### config.mk
export PLATFORM = sky130hd
export DESIGN_NAME = clock_divider
export DESIGN_NICKNAME = d
export VERILOG_FILES = /design/src/rtl/clock_divider.sv
export SDC_FILE = /design/constraint.sdc
export NUM_CORES = 1
export LEC_CHECK = 0
export ABC_CLOCK_PERIOD_IN_PS = 1500
export CORE_AREA = 5 5 42 44
export CTS_BUF_LIST = sky130_fd_sc_hd__clkbuf_16
export CTS_CLUSTER_SIZE = 8
export DETAILED_ROUTE_END_ITERATION = 8
export DIE_AREA = 0 0 47 49
export PLACE_DENSITY_LB_ADDON = 0.08
export SYNTH_ARGS = -nofsm -noshare
export SYNTH_HDL_FRONTEND = slang
export SYNTH_SLANG_ARGS = --single-unit
### constraint.sdc
create_clock -name clock -period 1.5 [get_ports clock]
set_clock_uncertainty 0.15 [all_clocks]
set_input_delay 0.3 -clock clock [delete_from_list [all_inputs] [get_ports clock]]
set_output_delay 0.3 -clock clock [all_outputs]
set_load 0.02 [all_outputs]
### src/rtl/clock_divider.sv
// Integer clock divider: registered 50% duty square wave at f_clock / (2*COUNTER_MAX).
// First rising edge COUNTER_MAX clocks after reset release; no flow control, free-running.
module clock_divider #(
    parameter int COUNTER_MAX  = 25,
    parameter int COUNTER_SIZE = 6
) (
    input  logic clock,
    input  logic reset_n,
    output logic divided_clock
);

    // Terminal count held at counter width so the compare never sees stray upper bits.
    localparam logic [COUNTER_SIZE-1:0] TERMINAL = COUNTER_SIZE'(COUNTER_MAX - 1);

    if (COUNTER_MAX < 1) begin : g_max_too_small
        $fatal(1, "clock_divider: COUNTER_MAX must be at least 1");
    end

    if ((longint'(COUNTER_MAX) - 1) >= (longint'(1) << COUNTER_SIZE)) begin : g_counter_too_narrow
        $fatal(1, "clock_divider: COUNTER_SIZE too narrow to hold COUNTER_MAX-1");
    end

    logic [COUNTER_SIZE-1:0] counter;
    logic                    at_terminal;

    assign at_terminal = (counter == TERMINAL);

    always_ff @(posedge clock or negedge reset_n) begin
        if (!reset_n) begin
            counter       <= '0;
            divided_clock <= 1'b0;
        end else if (at_terminal) begin
            counter       <= '0;
            divided_clock <= ~divided_clock;
        end else begin
            counter       <= counter + COUNTER_SIZE'(1);
        end
    end

endmodule

==> summary.txt, run 1 <==
Synth Area in Simple Gates = 19.0%
IO Pins = 3
Synth area leaders = dfrtp_1, xor2_1, ha_1
CTS root buf = clkbuf_16
ys flop type = dfrtp_1
Clock Sinks = 7
drt pass-1 iters = 2
register share of total power = 29.7%
DRC violations left = 0
post-synth top area cell = dfrtp_1
area of the mapped netlist = 310 µm²
crit path capture type = output port
diodes inserted = 0
combinational fraction of design power = 0.9%
main combinational cell family by area after synthesis = simple AND/OR/NAND/NOR gates
Crit Path Category = flip-flop to output port
Cell Chain, Critical Path = dlygate4sd2_1
worst r2r src = counter[0]
Slew Limit Fails = 0
Unique masters post-synth = 9
Starting Density = 22.1%
pwr dens = 1490 nW/µm²
global-route usage over all layers = 5.95%
H-tree levels = 1
status = completed
final setup margin = 0.114 ns
Placed Area = 350 µm²
Largest stage delay, worst path = 0.38 ns
switch share = 15.8%
Min Clock Period, post-route = 1.39 ns
clock buffer depth = 2
hold_buf cts = 0
asr flop ratio synth = 100%
P_leak = 0.000209 µW
Worst setup SP type = flip-flop
Cells after Synth = 25
NetSw = 101 µW
Yosys warning count = 0
fillers = 159
worst hold path type = primary input to async pin
fin area = 428 µm²
Peak VDD IR = 0.619 mV
# setup viols final = 0
layout cells sized above 1 = 16.1%
syn avg cell area = 12.4 µm²
DP HPWL = 366 µm
Data required, critical path = 1.05 ns
cell internal pwr = 539 µW
commonest cells in the netlist = dfrtp_1, nor2_1, xor2_1
global-route wire length before repair = 821 µm
final hold vios = 0
CTS Buf Count = 3
RSZ-0062 raised after global routing = false
DP Worst Slack = 0.0916 ns
largest fanout on the critical path = 2
NumNets Final = 36
post-synthesis sequential area ratio = 56.5%
setup_tns = 0 ns
Synth Register Bits = 7
Post-synth EDFFs = 0
# rows = 14
Worst-path clk slew = 0.04 ns
Worst Setup SP = divided_clock
total of max-cap violations = 0
reg2reg setup slack = 0.14 ns
CP Buf/Inv Count = 1
FMAX = 0.722 GHz
# port buffers = 2
Skew-Pair Late Insertion Delay = 0.23 ns
xor and xnor area share after synthesis = 14.1%
Data arrival, critical path = 0.94 ns
largest net degree at the start of global routing = 8
Layout area overhead = 37.9%
clock power share = 69.4%
Mapped Nets = 29
Tcrit/Tclk final = 92.4%
top cell type's share of synthesized area = 56.5%
count leader, synth = dfrtp_1
antenna violations before repair = 0
Die Height = 49 µm
Crit-path slowest cell = dfrtp_1
Largest delay share family, worst path = flip-flops
Compound-Gate Fraction of Synth Area = 0%
storage element area = 175 µm²
routability cong. = 0.737
post-route ant nets = 0
routed len/inst = 10.7 µm
Routed WL = 504 µm
Worst slew margin = 75.6%
Iteration-0 DRC Markers = 5
die area = 2300 µm²
core footprint = 1400 µm²
via count = 183
actual slew at the worst max-slew pin = 0.365 ns
vias in the first global route = 199
adder-cell share of the synthesized area = 8.06%
routed vias/inst = 3.89
CTS tree = done
mux contribution to synthesized area = 0%
grt ovf = 0
area of the multi-input gates = 128 µm²
width of the die = 47 µm
==> worst paths after layout <==
path	end	cells past startpoint
max reg2reg	divided_clock	4
max in group asynchronous	counter[1]	1
min in group clock	divided_clock	1
min reg2reg	divided_clock	1
min	divided_clock	1
max	divided_clock	1
==> through the flow <==
step	instances	total power [µW]	hold slack (ns)	util (%)
2_1_floorplan	25	192	-0.146	-
3_5_place_dp	43	199	0.310	25.0
6_report	47	639	0.182	30.5
3_3_place_gp	43	199	0.305	25.0
5_1_grt	47	662	0.215	30.5
4_1_cts	47	652	0.195	30.5
==> final cells by class <==
cell class	instances	area share (%)
clock inverter	1	0.877
multi-input combinational	16	29.8
tap	16	4.68
clock buffer	3	17.5
timing repair buffer	2	4.39
sequential	7	40.9
inverter	2	1.75
==> cells in the final DEF, fill, tap and decap left out <==
cell type,Yosys,final
clkdlybuf4s50_1,0,1
xor2_1,4,4
nor2_1,5,5
dfrtp_1,7,7
inv_1,2,3
nand2_2,1,1
clkbuf_16,0,3
nand3_1,2,2
nor4b_4,1,1
ha_1,2,2
dlygate4sd2_1,0,1
xnor2_1,1,1
==> cells by family after synthesis <==
kind of cell	count (synthesis)
AND/OR/NAND/NOR	9
flip-flops	7
XOR/XNOR	5
buffers and inverters	2
adder cells (fa/ha/maj)	2
==> power groups by stage <==
stage          clock network, µW  registers [µW]  logic, µW
6_report                     444             190       5.81
5_1_grt                      465             190       6.86
4_1_cts                      456             190       6.25
3_5_place_dp                   0             192       6.25
3_3_place_gp                   0             192       6.25
2_1_floorplan                  0             192  0.0000765
==> layer usage <==
| metal | wire [µm] | vias to the layer above | track usage [%] |
|---|---|---|---|
| met3 | 22 | 5 | 3.32 |
| met5 | 0 | - | 0 |
| met2 | 215 | 4 | 6.33 |
| li1 | - | 89 | - |
| met1 | 226 | 85 | 5.83 |
| met4 | 40 | 0 | 9.68 |
==> repair_timing <==
item                                    in CTS  in global routing
resized for setup                            1                  0
buffers inserted                             0                  0
endpoints found under the setup margin       1                  0
==> state kept, by name, summed over array words and instances (netlist names) <==
name and count:
counter 6, divided_clock 1
(Power assumes the default switching activity.)
==> run 2, diff against run 1 <==
Settings changed: HOLD_SLACK_MARGIN set to 0.12.
==> results of run 2 <==
The final DEF is identical to that of run 1; final timing and power are the same.
==> run 3, diff against run 2 <==
Settings changed: CTS_CLUSTER_DIAMETER set to 150.
==> results of run 3 <==
The final DEF is identical to that of run 1; final timing and power are the same.
